## config.mk

```make
export PLATFORM = sky130hd
export DESIGN_NAME = timebase_gen
export DESIGN_NICKNAME = d
export VERILOG_FILES = /design/src/rtl/timebase_gen.sv
export SDC_FILE = /design/constraint.sdc
export NUM_CORES = 1
export LEC_CHECK = 0
export CELL_PAD_IN_SITES_DETAIL_PLACEMENT = 0
export CELL_PAD_IN_SITES_GLOBAL_PLACEMENT = 1
export CORE_ASPECT_RATIO = 0.75
export CORE_MARGIN = 2
export CORE_UTILIZATION = 41
export DETAILED_ROUTE_END_ITERATION = 12
export GPL_TIMING_DRIVEN = 1
export PLACE_DENSITY_LB_ADDON = 0.1
export SETUP_SLACK_MARGIN = 0.15
export SYNTH_ARGS = -nofsm -noshare
export SYNTH_HDL_FRONTEND = slang
export SYNTH_SLANG_ARGS = --single-unit
```

## constraint.sdc

```tcl
create_clock -name CLK -period 2.6 [get_ports CLK]
set_input_delay 0.26 -clock CLK [delete_from_list [all_inputs] [get_ports CLK]]
set_output_delay 0.26 -clock CLK [all_outputs]
set_load 0.01 [all_outputs]
```

## src/rtl/timebase_gen.sv

```systemverilog
// Cascaded timebase: base tick at BASE_HZ, then three ripple-free divider stages.
// Optional manual tick input STEP when TIMEBASE_STEP_EN is defined.
module timebase_gen #(
    parameter int CLK_HZ  = 50_000_000,
    parameter int BASE_HZ = 100,
    parameter int DIV1    = 100,
    parameter int DIV2    = 60,
    parameter int DIV3    = 60
) (
    input  logic                    CLK,
    input  logic                    RST,
    input  logic                    RUN,
    input  logic                    CLR,
`ifdef TIMEBASE_STEP_EN
    input  logic                    STEP,
`endif
    output logic                    EN_BASE,
    output logic                    EN1,
    output logic                    EN2,
    output logic                    EN3,
    output logic [$clog2(DIV1)-1:0] CNT1,
    output logic [$clog2(DIV2)-1:0] CNT2,
    output logic [$clog2(DIV3)-1:0] CNT3
);
    localparam int BASE_DIV = CLK_HZ / BASE_HZ;
    localparam int BW = (BASE_DIV >= 2) ? $clog2(BASE_DIV) : 1;
    localparam int W1 = $clog2(DIV1);
    localparam int W2 = $clog2(DIV2);
    localparam int W3 = $clog2(DIV3);

    localparam logic [BW-1:0] BMAX  = BW'(BASE_DIV - 1);
    localparam logic [W1-1:0] C1MAX = W1'(DIV1 - 1);
    localparam logic [W2-1:0] C2MAX = W2'(DIV2 - 1);
    localparam logic [W3-1:0] C3MAX = W3'(DIV3 - 1);

    generate
        if (BASE_DIV < 2) begin : g_bad_base
            $error("timebase_gen: BASE_DIV must be >= 2");
        end
        if (DIV1 < 2 || DIV2 < 2 || DIV3 < 2) begin : g_bad_div
            $error("timebase_gen: DIV1..DIV3 must be >= 2");
        end
    endgenerate

    logic step_w;
`ifdef TIMEBASE_STEP_EN
    assign step_w = STEP;
`else
    assign step_w = 1'b0;
`endif

    logic [BW-1:0] bcnt_q, bcnt_d;
    logic [W1-1:0] cnt1_q, cnt1_d;
    logic [W2-1:0] cnt2_q, cnt2_d;
    logic [W3-1:0] cnt3_q, cnt3_d;
    logic          en_base, en1, en2, en3;

    // STEP only acts as a manual base tick while the free-running count is stopped.
    always_comb begin
        en_base = ~RST & ~CLR & (RUN ? (bcnt_q == BMAX) : step_w);
        en1     = en_base & (cnt1_q == C1MAX);
        en2     = en1 & (cnt2_q == C2MAX);
        en3     = en2 & (cnt3_q == C3MAX);

        bcnt_d = bcnt_q;
        if (RUN)
            bcnt_d = (bcnt_q == BMAX) ? '0 : bcnt_q + BW'(1);
        else if (step_w)
            bcnt_d = '0;

        cnt1_d = cnt1_q;
        cnt2_d = cnt2_q;
        cnt3_d = cnt3_q;
        if (en_base) cnt1_d = (cnt1_q == C1MAX) ? '0 : cnt1_q + W1'(1);
        if (en1)     cnt2_d = (cnt2_q == C2MAX) ? '0 : cnt2_q + W2'(1);
        if (en2)     cnt3_d = (cnt3_q == C3MAX) ? '0 : cnt3_q + W3'(1);
    end

    always_ff @(posedge CLK) begin
        if (RST || CLR) begin
            bcnt_q <= '0;
            cnt1_q <= '0;
            cnt2_q <= '0;
            cnt3_q <= '0;
        end else begin
            bcnt_q <= bcnt_d;
            cnt1_q <= cnt1_d;
            cnt2_q <= cnt2_d;
            cnt3_q <= cnt3_d;
        end
    end

    assign EN_BASE = en_base;
    assign EN1     = en1;
    assign EN2     = en2;
    assign EN3     = en3;
    assign CNT1    = cnt1_q;
    assign CNT2    = cnt2_q;
    assign CNT3    = cnt3_q;
endmodule

```

==> key figures, run 1 <==
STA
  • Final Critical Period: 2.425 ns
  • Fmax: 412.3 MHz
  • Worst-Margin Slew: 0.4354 ns
  • # setup viols final: 0
  • Setup TNS: 0 ns
  • Clock skew: 0.004068 ns
  • Max-slew violations: 0
  • Rel. slew slack: 0.7070
  • Unrepaired setup endpoints after global routing: true
  • Final hold violations: 0
  • Final Worst Setup Slack: 0.1747 ns
  • Tcrit/Tclk final: 0.9328

CTS
  • Latest clock arrival within the worst-skew pair: 0.29 ns
  • Root Driver: clkbuf_8
  • TritonCTS clock tree: done
  • Clock transition at path regs: 0.07 ns
  • Count of hold-fix buffers inserted at cts: 0
  • Bufs on Longest Clock Path: 2
  • CTS Buf Count: 5
  • H-Tree Depth: 2
  • Clk sinks: 38

Floorplanning
  • Die height: 64.40 um
  • Width of the die: 84.54 um
  • Die area: 0.005444 mm2
  • Site Rows: 21
  • Core area: 0.004572 mm2
  • Initial Util: 0.4362
  • Ports: 27

Placement
  • Dpl ws: 0.1883 ns
  • DP Wirelength: 3.333 mm
  • Gpl congestion: 0.8002
  • Port Buffers: 26
  • Placed instance count: 321

Setup path
  • CP Class: reg2out
  • Crit path from: CNT2[1]$_SDFFE_PP0N_
  • Reg2Reg Depth: 14
  • Critical Path End Type: primary output
  • Critical R2R Capture: CNT2[0]$_SDFFE_PP0N_
  • Crit path required time: 2.34 ns
  • Arr. time, crit path: 2.17 ns
  • Critical-path maximum fanout: 5
  • R2R Path Start: CNT2[1]$_SDFFE_PP0N_
  • Worst reg-to-reg setup slack: 0.22 ns
  • Startpoint types: flop

Drt
  • Final WL: 4.854 mm
  • # DRC: 0
  • Initial detailed-routing violation count: 54
  • Post-route ant nets: 0
  • Vias/cell: 5.444
  • Via count: 1851
  • Drt pass-1 iters: 4
  • Routed wire per std cell: 14.28 um

Synth
  • Synth area leader: dfxtp_1
  • Synth area leaders: dfxtp_1 (38%), nor2_1 (6.2%), xnor2_1 (4.8%)
  • Synth cell types: 49
  • Mapped Area: 0.001994 mm2
  • Synth Instances: 234
  • Yosys reg bits: 38
  • Share of the synthesized area in the top cell type: 0.3814
  • Post-synth EDFFs: 0
  • Synthesized Nets: 242
  • Mean Syn Cell Area: 8.523 um2
  • Asr flop ratio synth: 0
  • Synth Flop Type: dfxtp_1
  • Sequential area share after synthesis: 0.3814
  • Synthesis warning total: 0

GRT
  • Gr usage total: 0.1914
  • First-pass GRT wire length: 8.217 mm
  • Largest net degree at the start of global routing: 19
  • Initial antenna violation count: 0
  • Number of global-route vias before repair: 1705
  • Global-route congestion overflow total: 0

Power and ir drop
  • Total power per unit cell area: 402.5 mW/mm2
  • VDD IR max: 257.9 uV
  • Leak: 0.8841 nW

Layout
  • Area of the multi-input gates: 0.001181 mm2
  • Register area: 769.5 um2
  • Most frequent cells in the layout: dfxtp_1 (33), nor2_1 (33), clkdlybuf4s50_1 (24), buf_4 (24)
  • Layout area overhead: 28.67%
  • Utilization after layout: 0.5613
  • ANT cells: 0
  • Fill cell count: 461
  • Nets: 290
  • Final Instance Count excl. Fillers: 340
  • Share of layout cells above drive strength 1: 0.1590

Run
  • Maxcap violations: 0

Min path
  • WHS Path Cells: 2
  • Hold path start: CNT3[1]$_SDFFE_PP0P_
  • Worst Hold Class: reg2reg
  • WHS Endpoint: CNT3[1]$_SDFFE_PP0P_

Run status
  • Status: finished, final reports clean
==> worst max-delay path: stages (launching register included) <==
cell	delay, ns
dfxtp_2	0.37
ha_1	0.19
nor2b_2	0.16
nand4_1	0.16
buf_4	0.19
nor2_1	0.11
and3_1	0.17
clkdlybuf4s50_1	0.53
==> flip-flops by register name (all words and copies together) (netlist names) <==
| signal | flops |
|---|---|
| CNT1 | 7 |
| CNT2 | 6 |
| CNT3 | 6 |
| bcnt_q | 19 |
==> routing by layer <==
| layer | track usage | part of all wire | routed length (um) | vias up |
|---|---|---|---|---|
| met5 | 0 | 0 | 0 | - |
| met4 | 0.07143 | 0.016 | 77 | 0 |
| met3 | 0.04134 | 0.041 | 197 | 6 |
| met2 | 0.2687 | 0.39 | 1900 | 38 |
| met1 | 0.2844 | 0.55 | 2678 | 856 |
| li1 | - | - | - | 951 |
==> power breakdown <==
part | switching [W] | total [W] | internal, W
logic | 0.0000149 | 0.0000252 | 0.0000103
clock network | 0.000211 | 0.000425 | 0.000214
registers | 0.000000950 | 0.000582 | 0.000581
total | 0.000227 | 0.00103 | 0.000806
==> worst max-delay path by stage <==
stage | end | cells after the start
finish | EN3 | 7
global route | EN3 | 7
CTS | EN3 | 5
detailed placement | EN2 | 6
global placement | EN2 | 6
floorplan | CNT3[0]$_SDFFE_PP0P_ | 7
==> cell usage after synthesis (2+ instances only) <==
library cell	number
ha_1	4
nand4b_1	6
nand3_1	14
o211ai_1	3
nand2_1	14
dfxtp_1	38
and3_1	5
xor2_1	9
clkbuf_1	4
o31ai_1	3
and2_1	2
and4_1	2
inv_1	3
a21oi_1	14
a21o_1	2
or4_1	3
nor3_1	7
nand4_1	12
o21ai_0	6
or2_2	2
nor4b_1	2
nor2_1	33
or3_1	2
buf_2	3
xnor2_1	11
nor4_1	4
nor2b_1	4
==> through the flow <==
stage / hold slack, ns / instance area [um2] / power, W
after floorplan: 0.4076 / 1994 / 0.0006095
after global placement: 0.4961 / 2375 / 0.0006225
after detailed placement: 0.5045 / 2375 / 0.0006224
after CTS: 0.5111 / 2551 / 0.001047
after global routing: 0.5404 / 2566 / 0.001075
final: 0.5148 / 2566 / 0.001033
==> logic make-up (layout without fill, tap and decap cells) <==
| logic type | Yosys count | after routing | synth area share |
|---|---|---|---|
| adder cells (fa/ha/maj) | 4 | 4 | 0.02510 |
| multiplexers | 1 | 1 | 0.005019 |
| buffers and inverters | 12 | 61 | 0.03011 |
| AND/OR/NAND/NOR | 122 | 122 | 0.3526 |
| flip-flops | 38 | 38 | 0.3814 |
| AO/OA/AOI/OAI | 37 | 37 | 0.1179 |
| XOR/XNOR | 20 | 20 | 0.08783 |
==> cell type report <==
cell class	instances	area share
repair buffers	50	0.1721
inverters	3	0.004388
clock inverters	1	0.001950
well taps	57	0.02779
flip-flops and latches	38	0.2999
multi-input cells	184	0.4603
clock buffers	7	0.03364
==> repair_timing <==
| action | in CTS | in global routing |
|---|---|---|
| resized for setup | 7 | 3 |
| buffers inserted | 10 | 1 |
| setup endpoints to repair | 3 | 5 |
| pin swaps | 1 | 0 |
Note: power is estimated with default switching activity, not from simulation.
==> inputs of run 2 (changes only) <==
--- a/config.mk
+++ b/config.mk
@@ -9,9 +9,10 @@
 export CELL_PAD_IN_SITES_GLOBAL_PLACEMENT = 1
 export CORE_ASPECT_RATIO = 0.75
 export CORE_MARGIN = 2
-export CORE_UTILIZATION = 41
+export CORE_UTILIZATION = 40
 export DETAILED_ROUTE_END_ITERATION = 12
 export GPL_TIMING_DRIVEN = 1
+export HOLD_SLACK_MARGIN = 0.06
 export PLACE_DENSITY_LB_ADDON = 0.1
 export SETUP_SLACK_MARGIN = 0.15
 export SYNTH_ARGS = -nofsm -noshare
==> run 2 against run 1 <==
Design area up 1.4%. Clock-buffer cell count is 2 lower. Sequential share of layout area is 0.61 points lower. First-iteration DRC count rose by 67%. Largest power group unchanged.
==> key figures, run 2 (synthesis gave the netlist of run 1 again) <==
GRT
  • Initial antenna violation count: 0 (unchanged)
  • Largest net degree at the start of global routing: 19 (unchanged)
  • Gr usage total: 0.1904 (-0.001016)
  • Global-route congestion overflow total: 0 (unchanged)
  • Number of global-route vias before repair: 1654 (-3.0%)
  • First-pass GRT wire length: 8.293 mm (+0.92%)

Floorplanning
  • Die height: 65.15 um (+1.2%)
  • Die area: 0.005573 mm2 (+2.4%)
  • Core area: 0.004845 mm2 (+6.0%)
  • Site Rows: 22 (+4.8%)
  • Ports: 27 (unchanged)
  • Initial Util: 0.4117 (-0.02456)
  • Width of the die: 85.54 um (+1.2%)

Setup path
  • Critical-path maximum fanout: 6 (+1)
  • Slowest CP cell: dfxtp_2
  • Arr. time, crit path: 2.62 ns (+0.45 ns)
  • Cell seen most often among critical-path stages: buf_4
  • CP Class: reg2reg
  • Worst reg-to-reg setup slack: 0.16 ns (-0.06 ns)
  • Crit path required time: 2.78 ns (+0.44 ns)
  • Startpoint types: flop
  • Cell Chain, Critical Path: ha_1, nor2b_2, nand4_1, buf_4, buf_4, buf_4, buf_4, buf_4, buf_4, buf_4, buf_4, buf_4, nor2b_1, o22a_1
  • Critical Path End Type: flop
  • CP max stage delay: 0.38 ns (-0.15 ns)

CTS
  • Clk sinks: 38 (unchanged)
  • H-Tree Depth: 2 (unchanged)
  • Bufs on Longest Clock Path: 2 (unchanged)
  • Latest clock arrival within the worst-skew pair: 0.29 ns (about the same)
  • Root Driver: clkbuf_8
  • Count of hold-fix buffers inserted at cts: 0 (unchanged)
  • TritonCTS clock tree: done
  • CTS Buf Count: 5 (unchanged)
  • Clock transition at path regs: 0.07 ns (about the same)

Layout
  • Most frequent cells in the layout: dfxtp_1 (35), nor2_1 (33), buf_4 (28)
  • Layout area overhead: 30.49%
  • Post-route cell area: 0.002603 mm2 (+1.4%)
  • Commonest non-fill, non-tap cell in the layout: dfxtp_1
  • Share of layout cells above drive strength 1: 0.1748 (+0.01581)
  • ANT cells: 0 (unchanged)
  • Nets: 294 (+1.4%)
  • Max reg flops: 19 (unchanged)
  • Largest Register: bcnt_q
  • Final Instance Count excl. Fillers: 346 (+1.8%)

STA
  • Clock skew: 0.005372 ns (+0.001304 ns)
  • Tcrit/Tclk final: 0.9382 (+0.005394)
  • Final hold violations: 0 (unchanged)
  • Rel. slew slack: 0.6726 (-0.03445)
  • Final Worst Setup Slack: 0.1607 ns (-0.01402 ns)
  • Setup TNS: 0 ns (unchanged)
  • Worst-Margin Slew: 0.4866 ns (+0.05121 ns)
  • Max-slew violations: 0 (unchanged)
  • Fmax: 410.0 MHz (-0.58%)
  • # setup viols final: 0 (unchanged)
  • Final Critical Period: 2.439 ns (+0.01402 ns)
  • Unrepaired setup endpoints after global routing: true

Drt
  • Routed wire per std cell: 14.53 um (+1.8%)
  • Drt pass-1 iters: 4 (unchanged)
  • # DRC: 0 (unchanged)
  • Initial detailed-routing violation count: 90 (+67%)
  • Via count: 1842 (-0.49%)
  • Post-route ant nets: 0 (unchanged)
  • Vias/cell: 5.324 (-2.2%)
  • Final WL: 5.027 mm (+3.6%)

Placement
  • Placement-stage cell area: 0.002386 mm2 (+0.47%)
  • Placed instance count: 325 (+1.2%)
  • DP Wirelength: 3.415 mm (+2.5%)
  • Dpl ws: 0.1271 ns (-0.06117 ns)
  • Gpl congestion: 0.7709 (-3.7%)
  • Port Buffers: 26 (unchanged)

Power and ir drop
  • VDD IR max: 278.3 uV (+7.9%)
  • Total power per unit cell area: 382.7 mW/mm2 (-4.9%)
  • Leak: 0.9157 nW (+3.6%)

Run status
  • Status: finished, final reports clean

Run
  • Maxcap violations: 0 (unchanged)

Min path
  • Worst Hold Class: reg2reg
## run 2: critical path: cells and delay by family, from the launching register on
family / cells / cell delay [ns]
and+or+nand+nor: 3 / 0.46
buffers and inverters: 9 / 1.15
DFF: 1 / 0.38
adders and majority gates: 1 / 0.17
AOI/OAI and AO/OA: 1 / 0.15
## run 2: final timing paths
| kind | startpoint | end | depth (start not counted) |
|---|---|---|---|
| max | CNT2[0]$_SDFFE_PP0N_ | CNT2[0]$_SDFFE_PP0N_ | 14 |
| min | CNT1[1]$_SDFFE_PP0N_ | CNT1[1]$_SDFFE_PP0N_ | 2 |
| max reg2reg | CNT2[0]$_SDFFE_PP0N_ | CNT2[0]$_SDFFE_PP0N_ | 14 |
| min reg2reg | CNT1[1]$_SDFFE_PP0N_ | CNT1[1]$_SDFFE_PP0N_ | 2 |
## run 2: final cells by class
class                      count  area, um2
clock buffer                   5      68.82
timing repair buffer          54      474.2
clock inverter                 2      10.01
inverter                       3      11.26
sequential                    38      764.5
multi-input combinational    184       1199
fill                         461       2242
tap                           60      75.07
## run 2: repair_timing
item | CTS | global route
resized for setup | 6 | 5
pin swaps | 2 | 6
setup buffers | 10 | 4
cloned | 0 | 0
endpoints found under the setup margin | 3 | 5
## run 2: metal layers
layer	up-vias	GRT usage	wire length, um
li1	961	-	-
met1	847	0.2961	2740
met2	32	0.2617	2036
met3	2	0.04271	222
met4	0	0.04762	27
met5	-	0	0
## run 2: power breakdown
group	total, W	switching, W	leakage [nW]	internal [W]
clock network	0.000387	0.000207	0.0438	0.000180
logic	0.0000255	0.0000152	0.564	0.0000103
registers	0.000583	0.000000988	0.308	0.000582
## run 2: per-stage QoR
step	hold slack [ns]	total power, W	utilization
6_report	0.5100	0.0009959	0.5372
4_1_cts	0.5200	0.001013	0.5271
3_3_place_gp	0.4932	0.0006229	0.4925
5_1_grt	0.5448	0.001045	0.5372
2_1_floorplan	0.4076	0.0006095	-
3_5_place_dp	0.5062	0.0006226	0.4925
==> inputs of run 3 (changes only) <==
--- a/config.mk
+++ b/config.mk
@@ -9,9 +9,8 @@
 export CELL_PAD_IN_SITES_GLOBAL_PLACEMENT = 1
 export CORE_ASPECT_RATIO = 0.75
 export CORE_MARGIN = 2
-export CORE_UTILIZATION = 40
+export CORE_UTILIZATION = 41
 export DETAILED_ROUTE_END_ITERATION = 12
-export GPL_TIMING_DRIVEN = 1
 export HOLD_SLACK_MARGIN = 0.06
 export PLACE_DENSITY_LB_ADDON = 0.1
 export SETUP_SLACK_MARGIN = 0.15
==> results of run 3 <==
Final layout, timing and power as in run 1 (identical DEF).
